$ cat src/rtl/alu_flag_capture_pkg.sv
// alu_flag_capture_pkg: condition codes and flag bit positions shared by the ALU capture stage.
package alu_flag_capture_pkg;
  localparam logic [3:0] COND_EQ = 4'd0;
  localparam logic [3:0] COND_NE = 4'd1;
  localparam logic [3:0] COND_CS = 4'd2;
  localparam logic [3:0] COND_CC = 4'd3;
  localparam logic [3:0] COND_MI = 4'd4;
  localparam logic [3:0] COND_PL = 4'd5;
  localparam logic [3:0] COND_VS = 4'd6;
  localparam logic [3:0] COND_VC = 4'd7;
  localparam logic [3:0] COND_HI = 4'd8;
  localparam logic [3:0] COND_LS = 4'd9;
  localparam logic [3:0] COND_GE = 4'd10;
  localparam logic [3:0] COND_LT = 4'd11;
  localparam logic [3:0] COND_GT = 4'd12;
  localparam logic [3:0] COND_LE = 4'd13;
  localparam logic [3:0] COND_PS = 4'd14;
  localparam logic [3:0] COND_AL = 4'd15;
  localparam int FLG_S = 4;
  localparam int FLG_Z = 3;
  localparam int FLG_C = 2;
  localparam int FLG_P = 1;
  localparam int FLG_V = 0;
endpackage

$ cat src/rtl/alu_flag_capture_cond_eval.sv
// alu_cond_eval: combinational branch condition from the five ALU flags.
module alu_cond_eval
  import alu_flag_capture_pkg::*;
(
  input  logic [4:0] flags,
  input  logic [3:0] cond_sel,
  output logic       cond
);
  logic n, z, c, p, v;
  assign n = flags[FLG_S];
  assign z = flags[FLG_Z];
  assign c = flags[FLG_C];
  assign p = flags[FLG_P];
  assign v = flags[FLG_V];
  always_comb begin
    cond = 1'b1;
    case (cond_sel)
      COND_EQ: cond = z;
      COND_NE: cond = !z;
      COND_CS: cond = c;
      COND_CC: cond = !c;
      COND_MI: cond = n;
      COND_PL: cond = !n;
      COND_VS: cond = v;
      COND_VC: cond = !v;
      COND_HI: cond = c & !z;
      COND_LS: cond = !c | z;
      COND_GE: cond = n == v;
      COND_LT: cond = n != v;
      COND_GT: cond = !z & (n == v);
      COND_LE: cond = z | (n != v);
      COND_PS: cond = p;
      default: cond = 1'b1;
    endcase
  end
endmodule

$ cat src/rtl/alu_flag_capture.sv
// alu_flag_capture: captures ALU result/flags with a branch condition into a small FIFO and
// tracks sticky overflow status with a saturating counter.
module alu_flag_capture
  import alu_flag_capture_pkg::*;
#(
  parameter int WIDTH = 16,
  parameter int DEPTH = 2,
  parameter int CNT_W = 8
) (
  input  logic             clk,
  input  logic             rst,
  input  logic             in_valid,
  output logic             in_ready,
  input  logic [WIDTH-1:0] z,
  input  logic             sign,
  input  logic             zero,
  input  logic             carry,
  input  logic             parity,
  input  logic             overflow,
  input  logic [3:0]       cond_sel,
  output logic             out_valid,
  input  logic             out_ready,
  output logic [WIDTH-1:0] out_z,
  output logic [4:0]       out_flags,
  output logic             out_cond,
  input  logic             clr_sticky,
  output logic             sticky_ovf,
  output logic [CNT_W-1:0] ovf_count
);
  localparam int AW = $clog2(DEPTH);
  typedef struct packed {
    logic [WIDTH-1:0] z;
    logic [4:0]       flags;
    logic             cond;
  } entry_t;
  entry_t          mem [DEPTH];
  entry_t          in_e, head_e, out_e;
  logic [AW-1:0]   wr_ptr, rd_ptr, rd_n;
  logic [AW:0]     count, count_n;
  logic            push, pop, cond;
  logic [4:0]      flags;
  assign flags = {sign, zero, carry, parity, overflow};
  alu_cond_eval u_cond (
    .flags   (flags),
    .cond_sel(cond_sel),
    .cond    (cond)
  );
  assign in_e      = '{z: z, flags: flags, cond: cond};
  assign in_ready  = count != (AW+1)'(DEPTH);
  assign out_valid = count != '0;
  assign push      = in_valid & in_ready;
  assign pop       = out_valid & out_ready;
  assign rd_n      = pop ? rd_ptr + 1'b1 : rd_ptr;
  assign count_n   = count + {{AW{1'b0}}, push} - {{AW{1'b0}}, pop};
  // The output register tracks the head after this edge; a push into a drained slot is the new head.
  assign head_e    = (push && rd_n == wr_ptr) ? in_e : mem[rd_n];
  assign out_z     = out_e.z;
  assign out_flags = out_e.flags;
  assign out_cond  = out_e.cond;
  always_ff @(posedge clk) begin
    if (push) mem[wr_ptr] <= in_e;
  end
  always_ff @(posedge clk) begin
    if (rst) begin
      wr_ptr     <= '0;
      rd_ptr     <= '0;
      count      <= '0;
      out_e      <= '0;
      sticky_ovf <= 1'b0;
      ovf_count  <= '0;
    end else begin
      if (push) wr_ptr <= wr_ptr + 1'b1;
      rd_ptr <= rd_n;
      count  <= count_n;
      if (count_n != '0) out_e <= head_e;
      if (push && overflow) begin
        sticky_ovf <= 1'b1;
        ovf_count  <= clr_sticky ? CNT_W'(1) : (&ovf_count ? ovf_count : ovf_count + 1'b1);
      end else if (clr_sticky) begin
        sticky_ovf <= 1'b0;
        ovf_count  <= '0;
      end
    end
  end
endmodule

$ cat config.mk
export PLATFORM = sky130hd
export DESIGN_NAME = alu_flag_capture
export DESIGN_NICKNAME = d
export VERILOG_FILES = /design/src/rtl/alu_flag_capture_pkg.sv /design/src/rtl/alu_flag_capture_cond_eval.sv /design/src/rtl/alu_flag_capture.sv
export SDC_FILE = /design/constraint.sdc
export NUM_CORES = 1
export LEC_CHECK = 0
export ABC_AREA = 1
export BUFFER_PORTS_ARGS = -buffer_cell sky130_fd_sc_hd__buf_2
export CORE_UTILIZATION = 60
export CTS_BUF_LIST = sky130_fd_sc_hd__clkbuf_16
export CTS_CLUSTER_DIAMETER = 50
export DETAILED_ROUTE_END_ITERATION = 6
export PLACE_DENSITY_LB_ADDON = 0.1
export SLEW_MARGIN = 25
export SYNTH_ARGS = -nofsm -noshare
export SYNTH_HDL_FRONTEND = slang
export SYNTH_SLANG_ARGS = --single-unit
$ cat constraint.sdc
create_clock -name clk -period 3.8 [get_ports clk]
set_input_delay 0.38 -clock clk [delete_from_list [all_inputs] [get_ports clk]]
set_output_delay 0.38 -clock clk [all_outputs]
set_load 0.02 [all_outputs]
== Word-level counts from Yosys, hierarchy flattened ==
Memory sizes are Yosys's and may differ from the RTL's. A register that Yosys moved wholly into a read port is not among the register bits.
Cells that the tools add are included.
Operators by class
  add/sub/neg operators: 5
  equality and inequality tests: 18
  muxes and demuxes: 10
  reduce and logical (&&, ||, !) cells: 11
  bitwise gates (word level): 6
Operators by type and width (number)
  two-way mux 8 bit: 4
  == test 4 bit, second input constant: 7
  == test 4 x 3 -> 1 bit, second input constant: 4
  case mux 1 bit (15 select lines): 1
  adder 8 x 1 -> 8 bit, second input constant: 1
  == test 4 x 2 -> 1 bit, second input constant: 2
  AND reduction 8 bit: 1
  nonzero test 2 bit: 3
  two-way mux 1 bit: 5
  AND 1 bit: 4
  == test 4 x 1 -> 1 bit, second input constant: 1
  zero test 1 bit: 4
  zero test 4 bit: 1
  inequality test 2 bit, second input constant: 2
  adder 1 bit, second input constant: 2
  adder 2 x 1 -> 2 bit: 1
  bitwise OR 1 bit: 2
  AND reduction 2 bit: 1
  subtractor 2 x 1 -> 2 bit: 1
  == test 1 bit: 1
  logical AND 1 bit: 1
  inequality test 1 bit: 1
Storage, ports and cells
  input bits: 30
  word-level logic and storage cells: 56
  output and inout bits: 33
  memories kept: 1
  RAM bits: 44
  register bits: 13
Memory list
  mem: words 2, bits a word 22, read ports 1, clocked after memory_dff 1, wr ports 1, line alu_flag_capture.sv:36  | entry_t mem [DEPTH];

== Logic depth before layout (Yosys ltp) ==
  word-level depth: 5
  mapped depth: 15
  gate-level depth less buffers: 14

== Modules after synthesis ==
Synthesis repeated with hierarchy kept, for this count alone.
Unflattened totals
  cells, all modules: 469
  area total of the unflattened synthesis: 3748.6 µm²
By module, submodules not included
  alu_flag_capture: times used 1, seq. area each 2021.9 µm², area an instance 3523.4 µm², cells each 416
  alu_cond_eval: times used 1, seq. area each 0.0 µm², area an instance 225.2 µm², cells each 53

== Worst setup path after synthesis ==
OpenSTA, ideal clock, no wires.
  path kind: register -> register
  start point: register count[0]
  end point: register, netlist name out_z[10]
  arrival time: 2.119 ns
  stages on the path, launching flop included: 15
  path buffers: 1
  setup time: 0.109 ns
  setup slack: 1.572 ns
  clock period less this slack: 2.228 ns
  required time: 3.691 ns
  cell sequence: dfxtp_1 > inv_1 > nand2_1 > nand2_1 > ha_1 > inv_1 > ha_1 > xor2_1 > xnor2_1 > nand2_2 > buf_6 > o21ai_1 > clkinv_1 > nand2_1 > inv_1
On the way
  cells in the longest elaborated chain, start to end: 5
  elaborated cells between the ends (all ways): 8
  those cells by class: 2 x add/sub; 1 x eq/ne; 1 x mux; 2 x bitwise; 2 x reduce/logical
RTL lines
  start: declaration: line alu_flag_capture.sv:39  | logic [AW:0] count, count_n;
  start signal: assignment: line alu_flag_capture.sv:74  | count <= count_n;
  inequality test 2 bit: line alu_flag_capture.sv:49  | assign in_ready = count != (AW+1)'(DEPTH);
  net in_ready: line alu_flag_capture.sv:13  | output logic in_ready,
  AND 1 bit: line alu_flag_capture.sv:51  | assign push = in_valid & in_ready;
  adder 2 x 1 -> 2 bit: line alu_flag_capture.sv:54  | assign count_n = count + {{AW{1'b0}}, push} - {{AW{1'b0}}, pop};
  subtractor 2 x 1 -> 2 bit: line alu_flag_capture.sv:54
  nonzero test 2 bit: line alu_flag_capture.sv:75  | if (count_n != '0) out_e <= head_e;
The timed path passes the listed nets, and every way through them passes these cells.
A chain may end at the register's enable or synchronous reset.

== Worst setup path after layout ==
  start point: register count[0]
  end point: register, netlist name out_flags[1]
On the way
  cells in the longest elaborated chain, start to end: 5
  elaborated cells between the ends (all ways): 8
  those cells by class: 2 x add/sub; 1 x eq/ne; 1 x mux; 2 x bitwise; 2 x reduce/logical
RTL lines (line)
  inequality test 2 bit: alu_flag_capture.sv:49
  AND 1 bit: alu_flag_capture.sv:51
  adder 2 x 1 -> 2 bit: alu_flag_capture.sv:54
  subtractor 2 x 1 -> 2 bit: alu_flag_capture.sv:54
  nonzero test 2 bit: alu_flag_capture.sv:75
Several ways; a longest one is shown, not always the timed one.

==> flow_metrics.py <==
metrics = {
    "sta": {
        "tightest_slew_ps": 831,
        "setup_viol": 0,
        "final.min_clock_period_ps": 2800,
        "finalWorstSetupSlack_ps": 999,
        "worst_clock_skew_ps": 6.55,
        "fin_crit_sh_pct": 73.7,
        "total_negative_setup_slack_ps": 0,
        "report.final.slew_viol_count": 0,
        "report.final.hold_viol_count": 0,
        "fmax_mhz": 357,
        "grt_setup_unrepaired": "false",
        "relSlewSlack_pct": 44.4,
    },
    "die": {
        "core_region_area_um2": 5990,
        "fp-row-count": 28,
        "design.die.area_um2": 6570,
        "die_y_um": 81.1,
        "floorplan.initialDensity_pct": 62.6,
        "ioPinCount": 63,
        "die_w_um": 81.1,
    },
    "clock_network": {
        "postCtsSetupBuffers": 0,
        "cts_buffers": 9,
        "maximum_level_of_the_cts_h_tree": 3,
        "clk-insertion-delay-late_ps": 330,
        "clk_path_buf_depth": 2,
        "clock_sinks": 79,
        "postCtsHoldBufs": 0,
        "post_cts_resized": 0,
        "cts_root_buf": "clkbuf_16",
        "clk_pin_slew_worst_paths_ps": 60,
        "cts_tree": "yes",
    },
    "worst_setup_path": {
        "setup.worst_path.start_class": "register",
        "element_type_at_the_critical_path_end": "register",
        "critical_path.reg2reg.startpoint": "count[0]",
        "r2r_setup_slack_ps": 1000,
        "critical_path.reg2reg.endpoint": "out_flags[1]",
        "critical_path_class": "register to register",
        "largest_fanout_on_the_critical_path": 43,
        "critical_path_arrival_ps": 3030,
        "r2r_cells": 13,
        "worst-endpoint-required_ps": 4030,
        "critical_path.startpoint": "count[0]",
        "crit_path_end": "out_flags[1]",
    },
    "synth": {
        "syn_area_um2": 3750,
        "synth_area_per_cell_um2": 8.15,
        "synth_sequential_area_ratio_pct": 53.9,
        "yosysWarningCount": 0,
        "mappedNetlistNets": 493,
        "synth_cells": 460,
        "yosys.cell_types.count": 29,
        "yosys_register_bits": 79,
    },
    "route": {
        "vias_per_cell": 5.36,
        "pre_repair_dr_iteration_count": 4,
        "post-route-drc-count": 0,
        "detailroute.via_count": 3196,
        "postRouteAntennaNets": 0,
        "detail_route.iter0.violations": 179,
        "drt-wirelength-per-cell_um": 13.6,
        "postRouteWirelength_um": 8130,
    },
    "grt": {
        "grt_first_pass_wirelength_um": 13200,
        "initial_antenna_violation_count": 0,
        "maximum_number_of_pins_on_one_net_before_global_route_repair": 44,
        "globalRoute.totalOverflow": 0,
        "groute.usage.overall_pct": 27.1,
        "grt_pass1_vias": 2947,
    },
    "cells_and_area": {
        "filler_cell_count": 451,
        "final_cell_count_no_fill": 596,
        "drive_gt1_share_pct": 18.2,
        "layout.nets": 549,
        "area.growth.synth_to_final_pct": 16.9,
        "antenna_cells": 0,
    },
    "pwr": {
        "p_leak_nw": 2.17,
        "powerDensity_nw_per_um2": 796,
        "worst_ir_drop_vdd_v": 0.000791,
    },
    "place": {
        "preCtsSetupSlack_ps": 1020,
        "dpl.hpwl_um": 5020,
        "number_of_input_and_output_port_buffers_inserted": 62,
        "number_of_instances_in_the_placed_design": 580,
        "finalWeightedCongestion": 0.794,
    },
    "worst_hold_path": {
        "worst_hold_path_type": "primary input to register",
    },
    "run_status": {
        "outcome": "complete, no violations",
    },
    "flow_run": {
        "maxCapViolations": 0,
    },
}
-- area by class of cell --
cell class | count | area, um^2 | share of cell area (%)
tap | 75 | 93.8 | 2.14
inverter | 75 | 282 | 6.42
multi-input combinational | 286 | 1330 | 30.4
clock inverter | 7 | 97.6 | 2.23
sequential | 79 | 2020 | 46.1
clock buffer | 9 | 225 | 5.14
timing repair buffer | 65 | 333 | 7.59
-- routing by layer --
layer  up-vias  global-route usage [%]  wire, um
met1      1490                    33.9      3400
met4         0                    11.4       144
met5         -                       0         0
met3        12                    3.93       467
li1       1582                       -         -
met2       112                    46.8      4120
-- critical path, stage by stage (launching register included) --
cell and delay (ps):
dfxtp_1 340, inv_1 70, nand2_1 80, nand2_1 160
ha_1 330, inv_1 60, ha_1 140, xor2_1 250
xnor2_1 200, nand2_2 520, o21ai_0 340, inv_1 80
nand2_1 80, inv_1 40
-- metrics by stage --
step	util [%]	power (mW)	instance area (um^2)	hold WS, ps
finish	73.2	3.49	4380	254
global route	73.2	3.73	4380	252
CTS	73.2	3.50	4380	249
detailed placement	67.8	2.57	4060	447
global placement	67.8	2.53	4060	438
floorplan	-	2.33	3750	479
-- layout by cell type, fill, tap and decap left out, types with 2 or more instances in the layout --
master     instances
buf_4              3
inv_1             56
o21ai_0            8
bufinv_16          2
ha_1               3
nand2_1          123
nand2_2            6
nor3_1             2
nor2_2             2
clkinv_4           3
buf_2             62
edfxtp_1          44
clkinv_1          19
a21oi_1            8
dfxtp_1           35
xor2_1             3
nor2_1            20
nand3_2            2
nand3_1           81
o21ai_1           20
clkbuf_16          9
-- registers in the layout, summed over array words and instances, names as in the netlist --
register and flops:
ovf_count 8, sticky_ovf 1, count 2, rd_ptr 1, wr_ptr 1, out_cond 1
out_z 16, mem 44, out_flags 5
-- cells in the mapped netlist, drive strengths merged --
cell / n / area share (%)
clkinv: 18 / 1.8
o21bai: 1 / 0.20
nor2: 22 / 2.2
a21oi: 8 / 1.1
inv: 57 / 5.7
o21ai: 29 / 4.0
nor3: 2 / 0.27
ha: 3 / 1.0
o31ai: 1 / 0.20
xor2: 3 / 0.70
clkbuf: 6 / 0.60
and2: 1 / 0.23
or2: 1 / 0.17
nand3: 83 / 11
xnor2: 1 / 0.23
nand4: 1 / 0.17
edfxtp: 44 / 35
dfxtp: 35 / 19
nand2: 130 / 14
buf: 14 / 2.6
-- worst min-delay path by stage --
| stage | from | to | slack (ps) | cells after the start |
|---|---|---|---|---|
| after floorplan | z[4] | mem[0][10] | 480 | 0 |
| after detailed placement | sticky_ovf | sticky_ovf | 450 | 2 |
| after global placement | sticky_ovf | sticky_ovf | 440 | 2 |
| final | z[5] | mem[1][11] | 250 | 1 |
| after global routing | z[5] | mem[1][11] | 250 | 1 |
| after CTS | z[5] | mem[1][11] | 250 | 1 |
-- power by group --
| group | leakage (nW) | switching, mW | internal [mW] |
|---|---|---|---|
| clock | 0.153 | 0.340 | 0.576 |
| sequential | 0.700 | 0.0695 | 1.09 |
| combinational | 1.32 | 0.986 | 0.434 |
| total | 2.17 | 1.40 | 2.10 |
-- cell families after synthesis --
group | share of synthesized area (%)
AO/OA/AOI/OAI | 5.44
XOR/XNOR | 0.934
adder cells (fa/ha/maj) | 1.00
buffers and inverters | 10.7
flip-flops | 53.9
AND/OR/NAND/NOR | 28.0
Power figures use the tool's default switching activity.
